--- config.mk ---
export PLATFORM = sky130hd
export DESIGN_NAME = rv32_decode_execute
export DESIGN_NICKNAME = d
export VERILOG_FILES = /design/src/rtl/rv32_decode_execute_pkg.sv /design/src/rtl/rv32_decode_execute_regfile.sv /design/src/rtl/rv32_decode_execute.sv
export SDC_FILE = /design/constraint.sdc
export NUM_CORES = 2
export LEC_CHECK = 0
export CAP_MARGIN = 10
export CORE_MARGIN = 5
export CORE_UTILIZATION = 55
export DETAILED_ROUTE_END_ITERATION = 10
export PLACE_DENSITY = 0.71
export SKIP_CTS_REPAIR_TIMING = 1
export SYNTH_ARGS = -nofsm -noshare
export SYNTH_HDL_FRONTEND = slang
export SYNTH_SLANG_ARGS = --single-unit
--- constraint.sdc ---
create_clock -name clk -period 12.5 [get_ports clk]
set_clock_uncertainty 0.15 [all_clocks]
set_input_delay 3.125 -clock clk [delete_from_list [all_inputs] [get_ports clk]]
set_output_delay 3.125 -clock clk [all_outputs]
set_load 0.02 [all_outputs]
--- src/rtl/rv32_decode_execute_pkg.sv ---
// Shared encodings for the RV32I decode/execute slice: opcodes, funct fields,
// ALU operations, memory/CSR side-effect codes and the ALU helper functions.
package rv32_decode_execute_pkg;

  localparam logic [6:0] OPC_LUI    = 7'b0110111;
  localparam logic [6:0] OPC_AUIPC  = 7'b0010111;
  localparam logic [6:0] OPC_JAL    = 7'b1101111;
  localparam logic [6:0] OPC_JALR   = 7'b1100111;
  localparam logic [6:0] OPC_BRANCH = 7'b1100011;
  localparam logic [6:0] OPC_LOAD   = 7'b0000011;
  localparam logic [6:0] OPC_STORE  = 7'b0100011;
  localparam logic [6:0] OPC_OP_IMM = 7'b0010011;
  localparam logic [6:0] OPC_OP     = 7'b0110011;
  localparam logic [6:0] OPC_SYSTEM = 7'b1110011;

  localparam logic [2:0] F3_ADD  = 3'b000;
  localparam logic [2:0] F3_SLL  = 3'b001;
  localparam logic [2:0] F3_SLT  = 3'b010;
  localparam logic [2:0] F3_SLTU = 3'b011;
  localparam logic [2:0] F3_XOR  = 3'b100;
  localparam logic [2:0] F3_SR   = 3'b101;
  localparam logic [2:0] F3_OR   = 3'b110;
  localparam logic [2:0] F3_AND  = 3'b111;

  localparam logic [2:0] F3_BEQ  = 3'b000;
  localparam logic [2:0] F3_BNE  = 3'b001;
  localparam logic [2:0] F3_BLT  = 3'b100;
  localparam logic [2:0] F3_BGE  = 3'b101;
  localparam logic [2:0] F3_BLTU = 3'b110;
  localparam logic [2:0] F3_BGEU = 3'b111;

  localparam logic [2:0] F3_LB  = 3'b000;
  localparam logic [2:0] F3_LH  = 3'b001;
  localparam logic [2:0] F3_LW  = 3'b010;
  localparam logic [2:0] F3_LBU = 3'b100;
  localparam logic [2:0] F3_LHU = 3'b101;
  localparam logic [2:0] F3_SB  = 3'b000;
  localparam logic [2:0] F3_SH  = 3'b001;
  localparam logic [2:0] F3_SW  = 3'b010;

  localparam logic [2:0] F3_JALR  = 3'b000;
  localparam logic [2:0] F3_PRIV  = 3'b000;
  localparam logic [2:0] F3_CSRRW = 3'b001;
  localparam logic [2:0] F3_CSRRS = 3'b010;

  localparam logic [6:0] F7_BASE = 7'b0000000;
  localparam logic [6:0] F7_ALT  = 7'b0100000;

  typedef enum logic [3:0] {
    ALU_ADD, ALU_SUB, ALU_SLL, ALU_SLT, ALU_SLTU,
    ALU_XOR, ALU_SRL, ALU_SRA, ALU_OR, ALU_AND
  } alu_op_e;

  localparam logic [2:0] LD_NONE = 3'd0;
  localparam logic [2:0] LD_B    = 3'd1;
  localparam logic [2:0] LD_H    = 3'd2;
  localparam logic [2:0] LD_W    = 3'd3;
  localparam logic [2:0] LD_BU   = 3'd4;
  localparam logic [2:0] LD_HU   = 3'd5;

  localparam logic [1:0] ST_NONE = 2'd0;
  localparam logic [1:0] ST_B    = 2'd1;
  localparam logic [1:0] ST_H    = 2'd2;
  localparam logic [1:0] ST_W    = 2'd3;

  localparam logic [2:0] CSR_NONE  = 3'b000;
  localparam logic [2:0] CSR_RW    = 3'b001;
  localparam logic [2:0] CSR_RS    = 3'b010;
  localparam logic [2:0] CSR_ECALL = 3'b100;
  localparam logic [2:0] CSR_MRET  = 3'b101;

  localparam logic [31:0] MCAUSE_ECALL = 32'd11;
  localparam logic [31:0] INST_ECALL   = 32'h0000_0073;
  localparam logic [31:0] INST_EBREAK  = 32'h0010_0073;
  localparam logic [31:0] INST_MRET    = 32'h3020_0073;

  // alt selects sub/sra on the two funct3 codes that have an alternate form
  function automatic alu_op_e alu_op_from(input logic [2:0] f3, input logic alt);
    case (f3)
      F3_ADD:  return alt ? ALU_SUB : ALU_ADD;
      F3_SLL:  return ALU_SLL;
      F3_SLT:  return ALU_SLT;
      F3_SLTU: return ALU_SLTU;
      F3_XOR:  return ALU_XOR;
      F3_SR:   return alt ? ALU_SRA : ALU_SRL;
      F3_OR:   return ALU_OR;
      F3_AND:  return ALU_AND;
      default: return ALU_ADD;
    endcase
  endfunction

  function automatic logic [31:0] alu_compute(input alu_op_e op, input logic [31:0] a,
                                              input logic [31:0] b);
    case (op)
      ALU_ADD:  return a + b;
      ALU_SUB:  return a - b;
      ALU_SLL:  return a << b[4:0];
      ALU_SLT:  return {31'b0, $signed(a) < $signed(b)};
      ALU_SLTU: return {31'b0, a < b};
      ALU_XOR:  return a ^ b;
      ALU_SRL:  return a >> b[4:0];
      ALU_SRA:  return 32'($signed(a) >>> b[4:0]);
      ALU_OR:   return a | b;
      ALU_AND:  return a & b;
      default:  return a + b;
    endcase
  endfunction

endpackage

--- src/rtl/rv32_decode_execute_regfile.sv ---
// 32x32 integer register file: two combinational read ports, one write port,
// asynchronous active-low clear. x0 is never written and always reads zero.
module rv32_regfile
  #(parameter int DATA_LEN = 32)
  (
    input  logic                clk,
    input  logic                rst,
    input  logic [4:0]          raddr1,
    input  logic [4:0]          raddr2,
    input  logic                wen,
    input  logic [4:0]          waddr,
    input  logic [DATA_LEN-1:0] wdata,
    output logic [DATA_LEN-1:0] rdata1,
    output logic [DATA_LEN-1:0] rdata2
  );

  logic [DATA_LEN-1:0] regs [32];

  always_ff @(posedge clk or negedge rst) begin
    if (!rst) begin
      for (int i = 0; i < 32; i++) regs[i] <= '0;
    end else if (wen && waddr != 5'd0) begin
      regs[waddr] <= wdata;
    end
  end

  // No write bypass: a same-cycle read of waddr sees the pre-edge value
  assign rdata1 = (raddr1 == 5'd0) ? '0 : regs[raddr1];
  assign rdata2 = (raddr2 == 5'd0) ? '0 : regs[raddr2];

endmodule

--- src/rtl/rv32_decode_execute.sv ---
// Single-cycle RV32I (+Zicsr, ecall/mret/ebreak) decode, register read and
// execute slice. All outputs are combinational from the fetched instruction.
module rv32_decode_execute
  import rv32_decode_execute_pkg::*;
  #(parameter int DATA_LEN = 32,
    parameter int ADDR_LEN = 32)
  (
    input  logic                clk,
    input  logic                rst,
    input  logic                ifu_valid,
    input  logic [31:0]         inst_i,
    input  logic [ADDR_LEN-1:0] pc_i,
    input  logic                reg_wen_i,
    input  logic [4:0]          reg_waddr_i,
    input  logic [DATA_LEN-1:0] reg_wdata_i,
    input  logic [DATA_LEN-1:0] csr_rdata_i,
    output logic [11:0]         csr_addr_o,
    output logic                branch_request_o,
    output logic [ADDR_LEN-1:0] branch_target_o,
    output logic                jmp_flag_o,
    output logic [ADDR_LEN-1:0] jmp_target_o,
    output logic [2:0]          csr_flag_o,
    output logic                wd_o,
    output logic [4:0]          wreg_o,
    output logic [DATA_LEN-1:0] alu_result_o,
    output logic                mem_wen_o,
    output logic [DATA_LEN-1:0] mem_wdata_o,
    output logic [2:0]          load_type_o,
    output logic [1:0]          store_type_o,
    output logic [DATA_LEN-1:0] csr_wdata_o,
    output logic [DATA_LEN-1:0] csr_mcause_o,
    output logic [ADDR_LEN-1:0] pc_o,
    output logic                invalid_o,
    output logic                ebreak_o
  );

  logic [6:0] opcode, funct7;
  logic [2:0] funct3;
  logic [4:0] rd, rs1_addr, rs2_addr;
  logic [31:0] rs1, rs2;
  logic [31:0] imm_i, imm_s, imm_b, imm_u, imm_j, jalr_sum;

  assign opcode   = inst_i[6:0];
  assign rd       = inst_i[11:7];
  assign funct3   = inst_i[14:12];
  assign rs1_addr = inst_i[19:15];
  assign rs2_addr = inst_i[24:20];
  assign funct7   = inst_i[31:25];

  rv32_regfile #(.DATA_LEN(DATA_LEN)) u_regfile (
    .clk    (clk),
    .rst    (rst),
    .raddr1 (rs1_addr),
    .raddr2 (rs2_addr),
    .wen    (reg_wen_i),
    .waddr  (reg_waddr_i),
    .wdata  (reg_wdata_i),
    .rdata1 (rs1),
    .rdata2 (rs2)
  );

  assign imm_i = {{20{inst_i[31]}}, inst_i[31:20]};
  assign imm_s = {{20{inst_i[31]}}, inst_i[31:25], inst_i[11:7]};
  assign imm_b = {{19{inst_i[31]}}, inst_i[31], inst_i[7], inst_i[30:25], inst_i[11:8], 1'b0};
  assign imm_u = {inst_i[31:12], 12'b0};
  assign imm_j = {{11{inst_i[31]}}, inst_i[31], inst_i[19:12], inst_i[20], inst_i[30:21], 1'b0};
  assign jalr_sum = rs1 + imm_i;

  alu_op_e     alu_op;
  logic [31:0] op_a, op_b, csr_wdata;
  logic [2:0]  ld, csr_flag;
  logic [1:0]  st;
  logic        use_csr, wd, mem_wen, br_cond, jmp, inv, ebrk, ecall;

  always_comb begin
    alu_op    = ALU_ADD;
    op_a      = '0;
    op_b      = '0;
    csr_wdata = '0;
    ld        = LD_NONE;
    st        = ST_NONE;
    csr_flag  = CSR_NONE;
    use_csr   = 1'b0;
    wd        = 1'b0;
    mem_wen   = 1'b0;
    br_cond   = 1'b0;
    jmp       = 1'b0;
    inv       = 1'b0;
    ebrk      = 1'b0;
    ecall     = 1'b0;
    case (opcode)
      OPC_OP: begin
        op_a = rs1;
        op_b = rs2;
        wd   = 1'b1;
        if (funct7 == F7_BASE) alu_op = alu_op_from(funct3, 1'b0);
        else if (funct7 == F7_ALT && (funct3 == F3_ADD || funct3 == F3_SR))
          alu_op = alu_op_from(funct3, 1'b1);
        else inv = 1'b1;
      end
      OPC_OP_IMM: begin
        op_a = rs1;
        op_b = imm_i;
        wd   = 1'b1;
        // only the shift forms constrain the upper immediate bits
        if (funct3 == F3_SLL) begin
          alu_op = ALU_SLL;
          inv    = (funct7 != F7_BASE);
        end else if (funct3 == F3_SR) begin
          alu_op = alu_op_from(funct3, funct7 == F7_ALT);
          inv    = (funct7 != F7_BASE) && (funct7 != F7_ALT);
        end else begin
          alu_op = alu_op_from(funct3, 1'b0);
        end
      end
      OPC_LUI:   begin op_b = imm_u; wd = 1'b1; end
      OPC_AUIPC: begin op_a = pc_i; op_b = imm_u; wd = 1'b1; end
      OPC_JAL:   begin op_a = pc_i; op_b = 32'd4; wd = 1'b1; jmp = 1'b1; end
      OPC_JALR: begin
        op_a = pc_i;
        op_b = 32'd4;
        wd   = 1'b1;
        jmp  = 1'b1;
        inv  = (funct3 != F3_JALR);
      end
      OPC_BRANCH: begin
        case (funct3)
          F3_BEQ:  br_cond = (rs1 == rs2);
          F3_BNE:  br_cond = (rs1 != rs2);
          F3_BLT:  br_cond = ($signed(rs1) <  $signed(rs2));
          F3_BGE:  br_cond = ($signed(rs1) >= $signed(rs2));
          F3_BLTU: br_cond = (rs1 <  rs2);
          F3_BGEU: br_cond = (rs1 >= rs2);
          default: inv = 1'b1;
        endcase
      end
      OPC_LOAD: begin
        op_a = rs1;
        op_b = imm_i;
        wd   = 1'b1;
        case (funct3)
          F3_LB:   ld = LD_B;
          F3_LH:   ld = LD_H;
          F3_LW:   ld = LD_W;
          F3_LBU:  ld = LD_BU;
          F3_LHU:  ld = LD_HU;
          default: inv = 1'b1;
        endcase
      end
      OPC_STORE: begin
        op_a    = rs1;
        op_b    = imm_s;
        mem_wen = 1'b1;
        case (funct3)
          F3_SB:   st = ST_B;
          F3_SH:   st = ST_H;
          F3_SW:   st = ST_W;
          default: inv = 1'b1;
        endcase
      end
      OPC_SYSTEM: begin
        case (funct3)
          F3_CSRRW: begin
            use_csr = 1'b1; wd = 1'b1; csr_flag = CSR_RW; csr_wdata = rs1;
          end
          F3_CSRRS: begin
            use_csr = 1'b1; wd = 1'b1; csr_flag = CSR_RS; csr_wdata = csr_rdata_i | rs1;
          end
          F3_PRIV: begin
            if (inst_i == INST_ECALL) begin
              csr_flag = CSR_ECALL;
              ecall    = 1'b1;
            end else if (inst_i == INST_MRET) csr_flag = CSR_MRET;
            else if (inst_i == INST_EBREAK) ebrk = 1'b1;
            else inv = 1'b1;
          end
          default: inv = 1'b1;
        endcase
      end
      default: inv = 1'b1;
    endcase
    if (inv) begin
      wd       = 1'b0;
      mem_wen  = 1'b0;
      ld       = LD_NONE;
      st       = ST_NONE;
      br_cond  = 1'b0;
      jmp      = 1'b0;
      use_csr  = 1'b0;
      csr_flag = CSR_NONE;
    end
  end

  assign alu_result_o = inv ? '0 : (use_csr ? csr_rdata_i : alu_compute(alu_op, op_a, op_b));

  assign csr_addr_o      = inst_i[31:20];
  assign wreg_o          = rd;
  assign mem_wdata_o     = rs2;
  assign pc_o            = pc_i;
  assign csr_wdata_o     = csr_wdata;
  assign branch_target_o = pc_i + imm_b;
  assign jmp_target_o    = (opcode == OPC_JALR) ? {jalr_sum[31:1], 1'b0} : pc_i + imm_j;

  assign wd_o             = wd & ifu_valid;
  assign mem_wen_o        = mem_wen & ifu_valid;
  assign branch_request_o = br_cond & ifu_valid;
  assign jmp_flag_o       = jmp & ifu_valid;
  assign csr_flag_o       = ifu_valid ? csr_flag : CSR_NONE;
  assign load_type_o      = ifu_valid ? ld : LD_NONE;
  assign store_type_o     = ifu_valid ? st : ST_NONE;
  assign invalid_o        = inv & ifu_valid;
  assign ebreak_o         = ebrk & ifu_valid;
  assign csr_mcause_o     = (ecall && ifu_valid) ? MCAUSE_ECALL : '0;

endmodule

==> results <==
- The longest clock path from root to sink contains 3 buffers.
- The largest registers in the layout are u_regfile.regs x1024.
- The power spent charging and discharging nets is 3438 µW.
- The number of search-and-repair iterations in the first detailed-routing pass is 8.
- By instance count, the cell type seen most on the critical path is buf_12.
- The clock sink count is 1024.
- The via count is 58830.
- The worst setup path is captured at an output port.
- The horizontal extent of the die is 368.7 µm.
- For the worst-skew pair, the clock arrives at the later sink with an insertion delay of 0.69 ns.
- The number of buffers created by CTS is 96.
- The DRC violation total after the first TritonRoute iteration is 6849.
- During synthesis, Yosys emitted a total of 0 warnings.
- Of the total power, the share spent switching nets is 0.3151.
- The H-tree was split into 3 levels.
- The async set or reset register ratio after synthesis is 1.000.
- The largest fanout on the critical path is 29.
- The count of final hold-check violations was 0.
- Timing would allow up to 0.08049 GHz.
- Of the total power, the clock network draws 0.290.
- Of the cells placed in the final design, the portion with a size suffix greater than 1 is 0.3671.
- The routed design has 302700 µm of wire.
- The class of the worst hold path is reg -> reg.
- STA puts the critical path data arrival time at 9.15 ns.
- The dominant synthesized flop cell is dfrtp_1.
- STA puts the critical path data required time at 9.22 ns.
- Setup repair after global routing could not meet its margin everywhere.
- Summed over all failing endpoints, the final setup total negative slack is 0 ns.
- The first global-routing pass estimated 430100 µm of wire.
- The signal on the critical path passes through buf_12, buf_12, buf_12, buf_12, buf_4, mux2i_1, o22ai_1, a2111oi_0, nor3_1, ha_1, and4_1, nand3_1, or3_1, or3_1, a21oi_1, nor4_1, or3b_2, a21oi_1, o22ai_1, clkdlybuf4s50_1.
- The critical path in this run is classified as in -> out.
- The flow ran to the end, and the final reports show no timing, DRC or antenna violations.
- 392 I/O pins were placed.
- The cell type group with the largest total delay on the critical path is simple AND/OR/NAND/NOR gates.
- The smallest clock period supported by the final layout is computed as 12.42 ns.
- The final worst-path cycle share is 0.9939.
- The register bit count reported by yosys is 1024.
- In this design, the stage delay of the slowest critical-path cell is 0.56 ns.
- Ranked by instance count, the synthesized netlist is headed by dfrtp_1, mux2_2, mux4_2.
- The register with the most flip-flops in the layout has 1024 of them.
- The placement row count is 131.
- TritonCTS built the clock tree.
- After clock tree synthesis, the clock-pin slew on the worst setup and hold paths is 0.06 ns.
- The number of global-route vias before repair is 59240.
- For this run the aggregate overflow at the end of global routing stands at 0.
- The pin count of the biggest net entering global routing is 161.
- The power density normalized to cell area is 132.8 mW/mm².
- The slowest stage of the critical path belongs to the cell clkdlybuf4s50_1.
- STA classifies the critical path startpoint as an input pin.
- The detailed-route vias per instance is 7.169.
- The share of total power dissipated in combinational logic is 0.302.
- After detailed routing, the average wire length per cell comes to 36.88 µm.
- The final-report max-slew violation count is 0.
- The routability congestion estimate is 1.079.
- The area of the core region is 0.1277 mm².
- The overall die height is 368.7 µm.
- The count of buffers added on input and output ports is 362.
- After synthesis, the netlist uses 102 different library cells.
- By area the synthesized netlist is led by dfrtp_1, mux2_2, mux4_2, mux2i_1, ha_1.
- The analysis attributes to cell leakage a power of 0.03633 µW.
- Counting flops per register, the top entry is u_regfile.regs.
- The part of the Yosys area used for sequential elements is 0.3621.
- Each instance of the synthesized netlist takes up on average 11.73 µm².
- The floorplan step defined a die boundary enclosing 0.1360 mm².
- The worst-margin pin slew is 1.324 ns.
- The tightest slew margin relative to the limit is 0.1140.
- The worst-case IR drop observed on VDD is 143.1 µV.
- The number of remaining DRC errors is 0.
- The count of buffer and inverter cells on the critical path is 6.
- The tree is rooted in a clkbuf_16.
- The internal power of the cells is 7474 µW.
- The detail route stage leaves a number of antenna-violating nets equal to 0.
- The reported max-cap violation count is 0.
- Timing analysis after detailed placement gives a worst setup slack of -0.3660 ns.
- The biggest area contributor in the post-synthesis netlist is dfrtp_1.
- From synthesis to final layout, the design area changed by 16.14%.
- The number of cells produced by synthesis is 6034.
- Setup violations remaining at the end of the flow were counted as 0.
- The overall routing resource usage is 0.4373.
- The initial antenna violation count is 18.
- In the final design database the tool counted 6809 nets.
- The worst setup margin is 0.07626 ns.
- The count of filler cells inserted in the layout is 9852.
- The HPWL reported at the end of detailed placement is 213200 µm.
- The synthesized cell area is 0.07078 mm².
- Yosys mapped a number of flops with a built-in enable equal to 0.
- The effective utilization at floorplan is 0.5543.
- Of the total power, registers draw 0.408.
- The portion of synthesized cell area occupied by the leading cell type is 0.3621.
- Yosys instantiated no cell more often than dfrtp_1.
stage by stage:
step | std cells | cell area (µm²) | hold WS [ns] | utilization | total power, µW
after floorplan | 6062 | 70880 | 0.2746 | - | 6391
after global placement | 8020 | 78650 | 0.2104 | 0.6160 | 7556
after detailed placement | 8020 | 78650 | 0.2135 | 0.6160 | 7672
after CTS | 8191 | 82030 | 0.2279 | 0.6424 | 10820
after global routing | 8199 | 82180 | 0.2389 | 0.6436 | 11290
final | 8207 | 82200 | 0.2270 | 0.6437 | 10910
placed cells by master, fill, tap and decap left out, types with 99 or more instances in the layout:
| master | instances |
|---|---|
| clkbuf_16 | 99 |
| nand2_1 | 267 |
| mux2i_1 | 272 |
| a21oi_1 | 260 |
| inv_1 | 149 |
| ha_1 | 207 |
| nor2_1 | 242 |
| buf_4 | 548 |
| o21ai_0 | 154 |
| dfrtp_1 | 1024 |
| mux4_2 | 483 |
| clkdlybuf4s50_1 | 337 |
| mux2_2 | 1012 |
logic make-up after synthesis:
group	Yosys count	synth area share
adder cells (fa/ha/maj)	212	0.03801
other	1	0.00005298
AND/OR/NAND/NOR	966	0.06525
flip-flops	1024	0.3621
AO/OA/AOI/OAI	1132	0.1134
buffers and inverters	812	0.05300
multiplexers	1772	0.3540
XOR/XNOR	115	0.01423
path summary, 6_finish.rpt:
kind	slack, ns	cells after the start	to	from
worst max register to register	11.52	1	u_regfile.regs[893]	u_regfile.regs[893]
min in group asynchronous	2.32	1	u_regfile.regs[199]	rst
worst max-delay path	0.08	20	branch_request_o	inst_i[15]
max in group asynchronous	7.56	3	u_regfile.regs[114]	rst
worst min-delay path	0.23	0	u_regfile.regs[1013]	u_regfile.regs[1013]
worst min register to register	0.23	0	u_regfile.regs[1013]	u_regfile.regs[1013]
final cells by class:
type	count	area, µm²	area share
antenna	12	30.03	0.0003653
clock buffer	126	2759	0.03357
clock inverter	45	615.6	0.007489
inverter	168	635.6	0.007733
multi-input combinational	4226	41870	0.5094
sequential	1024	25620	0.3118
tap	1662	2079	0.02530
timing repair buffer	944	8579	0.1044
per-layer routing:
metal | track usage | share of wire | wire length [µm] | up-vias
li1 | - | - | - | 23730
met1 | 0.5306 | 0.35 | 107200 | 29910
met2 | 0.6654 | 0.44 | 133300 | 4014
met3 | 0.1341 | 0.11 | 34360 | 1166
met4 | 0.3145 | 0.091 | 27640 | 12
met5 | 0 | 0.00026 | 79 | -
power by group through the flow:
stage	registers, µW	logic (µW)	clock network (µW)
after floorplan	4290	2110	0
after global placement	4420	3130	0
after detailed placement	4470	3200	0
after CTS	4420	3220	3180
after global routing	4510	3460	3320
final	4460	3290	3170
Power figures use the tool's default switching activity.
